### src/rtl/idli_pkg.sv
// Shared types for the IDLI instruction encoder: opcode/state enums, field
// widths, and the request record carried through the encoder FIFO.
package idli_pkg;

  typedef logic [1:0]  ctr_t;
  typedef logic [3:0]  slice_t;
  typedef logic [3:0]  reg_t;
  typedef logic [15:0] data_t;

  typedef enum logic [3:0] {
    OP_ADD  = 4'b0000,
    OP_SUB  = 4'b0001,
    OP_AND  = 4'b0010,
    OP_ANDN = 4'b0011,
    OP_OR   = 4'b0100,
    OP_XOR  = 4'b0101,
    OP_LD   = 4'b0110,
    OP_ST   = 4'b0111,
    OP_CMP  = 4'b1011
  } enc_op_t;

  typedef enum logic [1:0] {
    ST_IDLE = 2'd0,
    ST_INSN = 2'd1,
    ST_IMM  = 2'd2
  } enc_state_t;

  // Register C naming SP means an immediate word follows the instruction.
  localparam reg_t REG_SP   = 4'b1111;
  localparam ctr_t CTR_LAST = 2'd3;

  typedef struct packed {
    enc_op_t op;
    reg_t    a;
    reg_t    b;
    reg_t    c;
    data_t   imm;
  } enc_req_t;

  function automatic logic op_legal(input enc_op_t op);
    logic legal;
    case (op)
      OP_ADD, OP_SUB, OP_AND, OP_ANDN, OP_OR,
      OP_XOR, OP_LD, OP_ST, OP_CMP: legal = 1'b1;
      default:                      legal = 1'b0;
    endcase
    return legal;
  endfunction

endpackage

### src/rtl/idli_encode_fifo_m.sv
// Two-entry request FIFO with a registered ready; a full FIFO refuses a push
// even in a cycle where the head is popped.
module idli_encode_fifo_m #(
  parameter type entry_t = logic [31:0]
) (
  input  logic       clk,
  input  logic       rst,
  input  logic       push,
  input  entry_t     push_data,
  input  logic       pop,
  output entry_t     head,
  output logic       empty,
  output logic       rdy,
  output logic [1:0] level_next
);

  entry_t     mem [2];
  logic       rd_ptr;
  logic       wr_ptr;
  logic [1:0] level;
  logic       push_ok;
  logic       pop_ok;

  always_comb begin
    push_ok    = push && rdy;
    pop_ok     = pop && (level != 2'd0);
    wr_ptr     = rd_ptr ^ level[0];
    level_next = level + {1'b0, push_ok} - {1'b0, pop_ok};
  end

  always_ff @(posedge clk) begin
    if (rst) begin
      level  <= 2'd0;
      rd_ptr <= 1'b0;
      rdy    <= 1'b0;
    end else begin
      level <= level_next;
      rdy   <= (level_next != 2'd2);
      if (pop_ok) begin
        rd_ptr <= ~rd_ptr;
      end
    end
  end

  // Storage needs no reset: occupancy is tracked by level alone.
  always_ff @(posedge clk) begin
    if (push_ok) begin
      mem[wr_ptr] <= push_data;
    end
  end

  assign head  = mem[rd_ptr];
  assign empty = (level == 2'd0);

endmodule

### src/rtl/idli_encode_m.sv
// IDLI encoder: queues requests and serialises each instruction word (plus an
// optional immediate word) as nibbles aligned to the shared 4-GCK counter.
module idli_encode_m
  import idli_pkg::*;
(
  input  logic    i_en_gck,
  input  logic    i_en_rst,
  input  ctr_t    i_en_ctr,
  input  logic    i_en_req_vld,
  output logic    o_en_req_rdy,
  input  enc_op_t i_en_req_op,
  input  reg_t    i_en_req_a,
  input  reg_t    i_en_req_b,
  input  reg_t    i_en_req_c,
  input  data_t   i_en_req_imm,
  output slice_t  o_en_slice,
  output logic    o_en_slice_vld,
  output logic    o_en_imm,
  output logic    o_en_err,
  output logic    o_en_busy
);

  enc_state_t state;
  enc_state_t state_next;
  enc_req_t   req_in;
  enc_req_t   head;
  logic       fifo_empty;
  logic [1:0] fifo_level_next;
  logic [15:0] sreg;
  data_t      imm_word;
  logic       need_imm;
  logic       at_last;
  logic       launch_pt;
  logic       to_imm;
  logic       launch;
  logic       drop;
  logic       pop;
  slice_t     slice_d;
  logic       vld_d;
  logic       imm_d;

  assign req_in = {i_en_req_op, i_en_req_a, i_en_req_b, i_en_req_c, i_en_req_imm};

  idli_encode_fifo_m #(
    .entry_t (enc_req_t)
  ) u_fifo (
    .clk        (i_en_gck),
    .rst        (i_en_rst),
    .push       (i_en_req_vld),
    .push_data  (req_in),
    .pop        (pop),
    .head       (head),
    .empty      (fifo_empty),
    .rdy        (o_en_req_rdy),
    .level_next (fifo_level_next)
  );

  // A launch point is a ctr==3 edge where the serialiser is free next period.
  always_comb begin
    at_last   = (i_en_ctr == CTR_LAST);
    launch_pt = 1'b0;
    to_imm    = 1'b0;
    case (state)
      ST_IDLE: launch_pt = at_last;
      ST_INSN: begin
        launch_pt = at_last && !need_imm;
        to_imm    = at_last && need_imm;
      end
      ST_IMM:  launch_pt = at_last;
      default: launch_pt = at_last;
    endcase
    launch = launch_pt && !fifo_empty && op_legal(head.op);
    drop   = launch_pt && !fifo_empty && !op_legal(head.op);
    pop    = launch || drop;
  end

  always_ff @(posedge i_en_gck) begin
    if (i_en_rst) begin
      state <= ST_IDLE;
    end else begin
      state <= state_next;
    end
  end

  always_comb begin
    state_next = state;
    case (state)
      ST_IDLE: begin
        if (launch) state_next = ST_INSN;
        else        state_next = ST_IDLE;
      end
      ST_INSN: begin
        if (to_imm)       state_next = ST_IMM;
        else if (launch)  state_next = ST_INSN;
        else if (at_last) state_next = ST_IDLE;
        else              state_next = ST_INSN;
      end
      ST_IMM: begin
        if (launch)       state_next = ST_INSN;
        else if (at_last) state_next = ST_IDLE;
        else              state_next = ST_IMM;
      end
      default: state_next = ST_IDLE;
    endcase
  end

  always_comb begin
    slice_d = 4'h0;
    vld_d   = 1'b0;
    imm_d   = 1'b0;
    if (launch) begin
      slice_d = head.op;
      vld_d   = 1'b1;
    end else if (to_imm) begin
      slice_d = imm_word[15:12];
      vld_d   = 1'b1;
      imm_d   = 1'b1;
    end else if ((state == ST_INSN || state == ST_IMM) && !at_last) begin
      slice_d = sreg[15:12];
      vld_d   = 1'b1;
      imm_d   = (state == ST_IMM);
    end else begin
      slice_d = 4'h0;
      vld_d   = 1'b0;
      imm_d   = 1'b0;
    end
  end

  always_ff @(posedge i_en_gck) begin
    if (i_en_rst) begin
      o_en_slice     <= 4'h0;
      o_en_slice_vld <= 1'b0;
      o_en_imm       <= 1'b0;
      o_en_err       <= 1'b0;
      o_en_busy      <= 1'b0;
    end else begin
      o_en_slice     <= slice_d;
      o_en_slice_vld <= vld_d;
      o_en_imm       <= imm_d;
      o_en_err       <= drop;
      o_en_busy      <= (state_next != ST_IDLE) || (fifo_level_next != 2'd0);
    end
  end

  // Slice 0 leaves directly from the FIFO head; the rest shift out of sreg.
  always_ff @(posedge i_en_gck) begin
    if (i_en_rst) begin
      sreg     <= 16'h0000;
      imm_word <= 16'h0000;
      need_imm <= 1'b0;
    end else if (launch) begin
      sreg     <= {head.a, head.b, head.c, 4'h0};
      imm_word <= head.imm;
      need_imm <= (head.c == REG_SP);
    end else if (to_imm) begin
      sreg <= {imm_word[11:0], 4'h0};
    end else begin
      sreg <= {sreg[11:0], 4'h0};
    end
  end

endmodule

### config.mk
export PLATFORM = sky130hd
export DESIGN_NAME = idli_encode_m
export DESIGN_NICKNAME = d
export VERILOG_FILES = /design/src/rtl/idli_pkg.sv /design/src/rtl/idli_encode_fifo_m.sv /design/src/rtl/idli_encode_m.sv
export SDC_FILE = /design/constraint.sdc
export NUM_CORES = 1
export LEC_CHECK = 0
export ABC_AREA = 1
export BUFFER_PORTS_ARGS = -buffer_cell sky130_fd_sc_hd__buf_2
export CAP_MARGIN = 20
export CORE_ASPECT_RATIO = 0.9
export CORE_MARGIN = 8
export CORE_UTILIZATION = 60
export DETAILED_ROUTE_END_ITERATION = 8
export PLACE_DENSITY = 0.81
export SETUP_SLACK_MARGIN = 0.4
export SYNTH_ARGS = -nofsm -noshare
export SYNTH_HDL_FRONTEND = slang
export SYNTH_HIERARCHICAL = 1
export SYNTH_SLANG_ARGS = --single-unit
### constraint.sdc
create_clock -name i_en_gck -period 5.2 [get_ports i_en_gck]
set_input_delay 0.78 -clock i_en_gck [delete_from_list [all_inputs] [get_ports i_en_gck]]
set_output_delay 0.78 -clock i_en_gck [all_outputs]
set_load 0.02 [all_outputs]
Yosys cells after proc, flatten, opt, wreduce, memory -nomap -nowiden
Memory sizes are Yosys's and may differ from the RTL's. A register that Yosys moved wholly into a read port is not among the register bits.
Cells that the tools add are included.
{"block": "classes", "addsub": 2, "n_eq_ne": 5, "muxes": 23, "bitwise_logic": 2, "n_reduce_logical": 21}
{"op": "2-to-1 mux 16 bit", "n": 2}
{"op": "2-to-1 mux 1 bit", "n": 14}
{"op": "2-to-1 mux 4 bit", "n": 3}
{"op": "logical AND 1 bit", "n": 8}
{"op": "2-to-1 mux 2 bit", "n": 3}
{"op": "case mux 2 bit (3 select lines)", "n": 1}
{"op": "nonzero test 2 bit", "n": 3}
{"op": "equality test 2 bit (second input constant)", "n": 2}
{"op": "equality test 4 bit (second input constant)", "n": 1}
{"op": "logical NOT 1 bit", "n": 4}
{"op": "logical NOT 2 bit", "n": 2}
{"op": "logical OR 1 bit", "n": 3}
{"op": "adder 2 x 1 -> 2 bit", "n": 1}
{"op": "equality test 2 x 1 -> 1 bit (second input constant)", "n": 1}
{"op": "!= test 2 bit (second input constant)", "n": 1}
{"op": "OR reduction 2 bit", "n": 1}
{"op": "subtractor 2 x 1 -> 2 bit", "n": 1}
{"op": "inverter 1 bit", "n": 1}
{"op": "XOR 1 bit", "n": 1}
{"block": "totals", "reg_bits": 47, "mem_bits_rw": 64, "mem_bits_ro": 32, "inputBits": 37, "output_inout_bits": 9, "n_memories": 3}
{"name": "u_fifo.mem", "words": 2, "width": 32, "rd": 1, "rd_clocked_by_memory_dff": 1, "write_ports": 1, "line": "idli_encode_fifo_m.sv:17", "source": "entry_t mem [2];"}
{"name": "(no name shown)", "words": 16, "width": 1, "rd": 1, "rd_clocked_by_memory_dff": 0, "write_ports": 0, "line": "idli_pkg.sv:42", "source": "case (op)"}
{"name": "(no name shown)", "words": 16, "width": 1, "rd": 1, "rd_clocked_by_memory_dff": 0, "write_ports": 0, "line": "idli_pkg.sv:42"}

Depth between registers and ports, before layout
Gate-level depths: netlist of run 1.
{"block": "logic_depth", "depth_word": 10, "ltp_mapped": 18, "depth_no_buf": 17}

Cells and area by module
The synthesis of run 1 kept the hierarchy.
{"mod": "idli_encode_fifo_m", "n_inst": 1, "cells_each": 137, "area_each_um2": 2716.4}
{"mod": "idli_encode_m", "n_inst": 1, "cells_each": 280, "area_each_um2": 1933.1}

Least setup slack after synthesis of run 1
No wires, ideal clock.
{"block": "synth_path", "kind": "input -> register", "from": "input i_en_req_vld", "to": "memory u_fifo/mem[0][0] (netlist name), enable pin", "setup_ns": 0.421, "arrival_ns": 2.226, "required_time_ns": 4.779, "setup_slack_ns": 2.553, "stages": 2, "path_cell_list": "nand2_1 > nor2_1"}
{"block": "synth_between", "elab_chain_len": 3}
{"item": "start, declared", "line": "idli_encode_m.sv:9", "source": "input logic i_en_req_vld,"}
{"item": "logical AND 1 bit", "line": "idli_encode_fifo_m.sv:25", "source": "push_ok = push && rdy;"}
{"item": "2-to-1 mux 1 bit", "line": "idli_encode_fifo_m.sv:47", "source": "if (push_ok) begin"}
{"item": "2-to-1 mux 1 bit (not written as such)", "line": "idli_encode_fifo_m.sv:48", "source": "mem[wr_ptr] <= push_data;"}
{"item": "end, declared", "line": "idli_encode_fifo_m.sv:17"}
No other way between the ends.

==> results of run 1 <==
path summary, 6_finish.rpt:
path                 end  slack, ns  depth (start not counted)        start
max          imm_word[4]       1.74                          8    flip-flop
min              sreg[5]       0.48                          2  imm_word[1]
max reg2reg  imm_word[4]       1.74                          8    flip-flop
min reg2reg      sreg[5]       0.48                          2  imm_word[1]
metrics by stage:
step	worst slack, ns	utilization (%)	instance area (sq um)	total power, mW	std cells
finish	1.742	67.21	5071	1.804	559
global placement	1.894	64.18	4842	1.252	543
CTS	1.765	67.21	5071	1.820	559
floorplan	2.553	-	4649	1.208	417
detailed placement	1.791	64.18	4842	1.261	543
global route	1.426	67.21	5071	1.886	559
logic make-up after synthesis:
kind of cell,share of synthesized area (%)
AND/OR/NAND/NOR,18.73
multiplexers,10.17
buffers and inverters,7.454
XOR/XNOR,0.1884
AO/OA/AOI/OAI,1.561
flip-flops,60.28
adder cells (fa/ha/maj),1.615
registers in the layout, summed over array words and instances (netlist names), named ones only:
signal / count
state: 2
imm_word: 16
sreg: 12
u_fifo/level: 2
o_en_slice: 4
o_en_busy: 1
o_en_slice_vld: 1
u_fifo/mem: 64
o_en_err: 1
o_en_imm: 1
u_fifo/rd_ptr: 1
u_fifo/rdy: 1
need_imm: 1
metal layers:
metal / routed length (um) / share of wire [%]
met1: 3330 / 44
met2: 3636 / 48
met3: 430 / 5.7
met4: 165 / 2.2
met5: 0 / 0
worst max-delay path: cells and delay by family, from the launching register on:
kind / cells / cell delay [ns]
simple gates: 5 / 1.49
flops: 1 / 1.04
mux: 1 / 0.37
buf+inv: 2 / 0.49
power by group through the flow:
stage	registers [mW]	clock network, mW	logic (mW)
6_report	1.01	0.565	0.228
5_1_grt	1.02	0.612	0.256
4_1_cts	1.01	0.578	0.230
3_5_place_dp	1.03	0	0.229
3_3_place_gp	1.03	0	0.224
2_1_floorplan	1.03	0	0.178
Yosys cell counts, drive strengths merged:
cell / count
nand2: 94
edfxtp: 64
nor2: 58
inv: 46
dfxtp: 44
nand3: 40
mux2: 32
buf: 16
a21oi: 8
ha: 6
o21ai: 2
a21boi: 1
and3: 1
clkbuf: 1
nand4: 1
nor3: 1
nor4: 1
xor2: 1
layout make-up:
type                       count  area (sq um)
clock buffer                   9         123.9
clock inverter                 7         105.1
fill                         584          2474
inverter                      46         175.2
multi-input combinational    246          1503
sequential                   108          2804
tap                           96         120.1
timing repair buffer          47         240.2
==> results.md, run 1 <==
* Status: finished, final reports clean
* CTS Hold Bufs at 0
* Routed len/inst at 13.53 um
* Worst Tran Pin Value at 1.052 ns
* TritonCTS clock tree: yes
* Drt first pass iters at 4
* # Max-Cap Violations at 0
* Min-Delay Path Class: reg2reg
* Nets at 501
* Worst EP arrival at 3.76 ns
* Combinational group share of total power at 12.7%
* Clock Skew at 0.009247 ns
* Io pins at 46
* Synth top area share at 41.33%
* GRT Total Usage at 15.11%
* Routed via count at 2856
* Vias in the first global route at 2885
* Core Region at 7545 sq um
* Initial Util at 61.63%
* Worst Setup End Kind: flip-flop
* Worst-Skew Late Latency at 0.37 ns
* Fin crit share at 66.49%
* Placement Rows at 30
* Maximum clock rate at 289.2 MHz
* CTS Buf Count at 9
* Leak at 2.190 nW
* Post-layout min period at 3.458 ns
* Clock power share at 31.3%
* Synth Instances at 417
* Final hold slack at 0.4778 ns
* Max-slew violations at 0
* Antenna Nets Post-Route at 0
* GRT met2 Usage at 24.81%
* Die W at 108.8 um
* Maximum clock insertion buffer count at 2
* Routability Congestion at 0.7883
* Unrepaired setup endpoints after global routing: no
* Worst-path clk slew at 0.10 ns
* Pwr dens at 355.8 nW/um^2
* Mapped Nets at 460
* Flop pwr share at 56.0%
* Clock sink count at 108
* Top post-synthesis cells by area: edfxtp_1, dfxtp_1, mux2_4
* CTS Root Cell: clkbuf_8
* Largest net degree at the start of global routing at 33
* Commonest non-fill, non-tap cell in the layout: nand2_1
* Max-Slew Margin vs Limit at 29.90%
* Most frequent cells in the layout: nand2_1, edfxtp_1, nor2_1
* First-pass GRT wire length at 12910 um
* WS Path Type: reg2reg
* Busiest grt layer: met2
* Share of layout cells above drive strength 1 at 25.27%
* Initial antenna violation count at 0
* Fin. Hold Viols at 0
* Setup TNS at 0 ns
* Starting DRC count in detailed routing at 166
* Sw Share at 24.83%
* Worst path most repeated cell: nor2_1
* Worst Path Max Fanout at 32
* Critical Path RT at 5.51 ns
* Met3 GRT Util at 4.719%
* Diodes inserted at 0
* Crit path max-delay cell type: dfxtp_2
* PostCTS Resize Cnt at 0
* Setup Buffers After CTS at 0
* Cell accounting for the most synthesized area: edfxtp_1
* PortBufs at 45
* Total global routing overflow at 0
* Die footprint at 10830 sq um
* Crit-path max cell delay at 1.04 ns
* Int Pwr at 1.356 mW
* Psw at 447.9 uW
* GRT met1 Usage at 17.94%
* Startpoint class of the critical path: flip-flop
* Synthesis-stage register bit count at 108
* Warning count from the yosys run at 6
* Vias/cell at 5.109
* # setup viols final at 0
* Die H at 99.51 um
* Cells along the critical path: mux2_4, inv_1, nand3_1, nand2_1, nand3_2, inv_2, nor2_1, nor2_1
* DRC errors left at 0
* Syn avg cell area at 11.15 sq um
* Drt total wl at 7562 um
* Post-DP HPWL at 5106 um
* Synthesis-to-layout area growth at 9.069%
* Post-synthesis sequential area ratio at 60.28%
* Syn Std Cell Area at 4649 sq um
* Netlist cell types at 33
* H-tree depth at 3
* Worst vdd ir at 0.0002455 V
Power figures use the tool's default switching activity.
==> run 2: changes to the inputs <==
Settings changed: CORE_UTILIZATION 60 to 58, PLACE_DENSITY 0.81 to 0.78.
Clock period 5.2 ns to 3.3 ns, I/O delays scaled along.
==> run 2 against run 1 <==
Compared with the run above:
- global-route usage is 0.19 points lower
- first-iteration DRC count fell by 6.6%
- power increased by 48%
- final cell count grew 0.89%
- sequential power is 57% higher
- critical endpoint is now o_en_busy
- wire length rose by 4.4%
- setup slack worse by 1.1 ns
- cell area down 0.76%
==> results.md, run 2 (synthesis gave the netlist of run 1 again) <==
* Die H at 100.9 um (+1.4%)
* Post-DP HPWL at 5453 um (+6.8%)
* Routed via count at 2875 (+0.67%)
* Area of the multi-input gates at 1503 sq um (unchanged)
* Int Pwr at 1.999 mW (+47%)
* Setup Buffers After CTS at 0 (unchanged)
* Crit path max-delay cell type: dfxtp_1
* Min-Delay Path Class: in2reg
* Maximum clock rate at 377.6 MHz (+31%)
* Pwr dens at 531.6 nW/um^2 (+49%)
* Cells along the critical path: inv_1, ha_1, nand2_2, nand2_4, nor2_8, inv_1, nor2_1, ha_1, inv_1, ha_1, inv_1, nand3_1, nand2_1, o21ai_0, nand2_1, inv_1, nand2_1
* PostCTS Resize Cnt at 0 (unchanged)
* Fin. Hold Viols at 0 (unchanged)
* Psw at 676.1 uW (+51%)
* FF+latch area at 2804 sq um (unchanged)
* Sw Share at 25.27% (+0.44 points)
* Worst EP arrival at 2.92 ns (-0.84 ns)
* Vias in the first global route at 2946 (+2.1%)
* Post-layout min period at 2.648 ns (-0.8095 ns)
* Maximum clock insertion buffer count at 2 (unchanged)
* Worst Path Max Fanout at 29 (-9.4%)
* Die footprint at 11140 sq um (+2.9%)
* Final Power at 2.675 mW (+48%)
* Startpoint class of the critical path: flip-flop
* PortBufs at 45 (unchanged)
* Diodes inserted at 0 (unchanged)
* Largest net degree at the start of global routing at 33 (unchanged)
* Unrepaired setup endpoints after global routing: no
* Placed cells at 548 (+0.92%)
* H-tree depth at 3 (unchanged)
* Worst Setup End Kind: flip-flop
* CTS Hold Bufs at 0 (unchanged)
* Share of layout cells above drive strength 1 at 24.95% (-0.32 points)
* Combinational group share of total power at 13.8% (+1.1 points)
* WS Path Type: reg2reg
* Nets at 503 (+0.40%)
* Critical path's top delay family: simple AND/OR/NAND/NOR gates
* Most frequent cells in the layout: nand2_1, edfxtp_1, nor2_1
* CTS Root Cell: clkbuf_8
* Initial antenna violation count at 0 (unchanged)
* Worst vdd ir at 0.0002527 V (+2.9%)
* Worst Tran Pin Value at 0.7686 ns (-0.2829 ns)
* Vias/cell at 5.098 (-0.23%)
* # Max-Cap Violations at 0 (unchanged)
* Starting DRC count in detailed routing at 155 (-6.6%)
* Routability Congestion at 0.8209 (+4.1%)
* # setup viols final at 0 (unchanged)
* Total global routing overflow at 0 (unchanged)
* Top reg by flops: u_fifo/mem
* Setup TNS at 0 ns (unchanged)
* FILL cells at 631 (+8.0%)
* Worst path most repeated cell: inv_1
* WP buf/inv at 5 (+3)
* Die W at 110.4 um (+1.5%)
* CTS Buf Count at 9 (unchanged)
* Largest register FFs at 64 (unchanged)
* Drt total wl at 7898 um (+4.4%)
* Placement Rows at 31 (+3.3%)
* Worst-Skew Late Latency at 0.36 ns (about the same)
* First-pass GRT wire length at 13100 um (+1.4%)
* Core Region at 7913 sq um (+4.9%)
* Fin crit share at 80.24% (+14 points)
* Worst-path clk slew at 0.10 ns (about the same)
* Clock power share at 26.8% (-4.5 points)
* DRC errors left at 0 (unchanged)
* Max-slew violations at 0 (unchanged)
* Status: finished, final reports clean
* Clock Skew at 0.01723 ns (+0.007983 ns)
* Routed len/inst at 14.00 um (+3.5%)
* Max-Slew Margin vs Limit at 48.70% (+19 points)
* GRT Total Usage at 14.91% (-0.19 points)
* Synthesis-to-layout area growth at 8.235%
* Drt first pass iters at 5 (+1)
* Non-filler cells, final at 564 (+0.89%)
* Leak at 2.175 nW (-0.67%)
* TritonCTS clock tree: yes
* Biggest regs: u_fifo/mem: 64 flops, imm_word: 16 flops, sreg: 12 flops
* Critical Path RT at 3.57 ns (-1.94 ns)
* Clock sink count at 108 (unchanged)
* Io pins at 46 (unchanged)
* Antenna Nets Post-Route at 0 (unchanged)
* Flop pwr share at 59.4% (+3.4 points)
* Commonest non-fill, non-tap cell in the layout: nand2_1
* Crit-path max cell delay at 0.37 ns (-0.67 ns)
* Initial Util at 58.76% (-2.9 points)
[run 2: cell types whose count changed in the layout (fill, tap and decap cells not counted), sizes merged]
cell,before,now
clkbuf,9,13
inv,50,47
buf,47,49
bufinv,2,0
clkinv,0,2
clkinvlp,1,0
[run 2: power groups by stage]
stage / clock network (mW) / registers [mW] / logic (mW)
4_1_cts: 0.737 / 1.59 / 0.374
3_3_place_gp: 0 / 1.61 / 0.361
2_1_floorplan: 0 / 1.62 / 0.280
5_1_grt: 0.784 / 1.60 / 0.414
6_report: 0.716 / 1.59 / 0.371
3_5_place_dp: 0 / 1.62 / 0.373
[run 2: worst paths after layout]
path | startpoint | endpoint | slack (ns) | depth (start not counted)
worst min register to register | imm_word[12] | imm_word[12] | 0.48 | 2
worst max-delay path | state[1] | o_en_busy | 0.65 | 17
worst min-delay path | i_en_req_op[3] | u_fifo/mem[1][31] | 0.31 | 1
worst max register to register | state[1] | o_en_busy | 0.65 | 17
[run 2: layout make-up]
cell class / instances / area share, %
Clock buffer: 13 / 2.959
Clock inverter: 3 / 0.4475
Tap cell: 99 / 2.461
Inverter: 46 / 3.481
Multi-Input combinational cell: 246 / 29.86
Sequential cell: 108 / 55.72
Timing Repair Buffer: 49 / 5.072
[run 2: per-stage QoR]
stage / hold slack, ns / utilization [%] / worst slack (ns) / area, sq um
3_3_place_gp: 0.4582 / 61.43 / 0.8485 / 4861
4_1_cts: 0.3006 / 63.60 / 0.6447 / 5032
6_report: 0.3150 / 63.60 / 0.6519 / 5032
5_1_grt: 0.2992 / 63.60 / 0.4556 / 5032
3_5_place_dp: 0.4594 / 61.43 / 0.6645 / 4861
2_1_floorplan: 0.4398 / - / 0.9381 / 4649
[run 2: per-layer routing]
metal / up-vias / share of wire, % / global-route usage (%)
li1: 1444 / - / -
met1: 1364 / 44 / 17.40
met2: 56 / 49 / 25.55
met3: 11 / 4.7 / 3.708
met4: 0 / 1.7 / 5.732
met5: - / 0 / 0
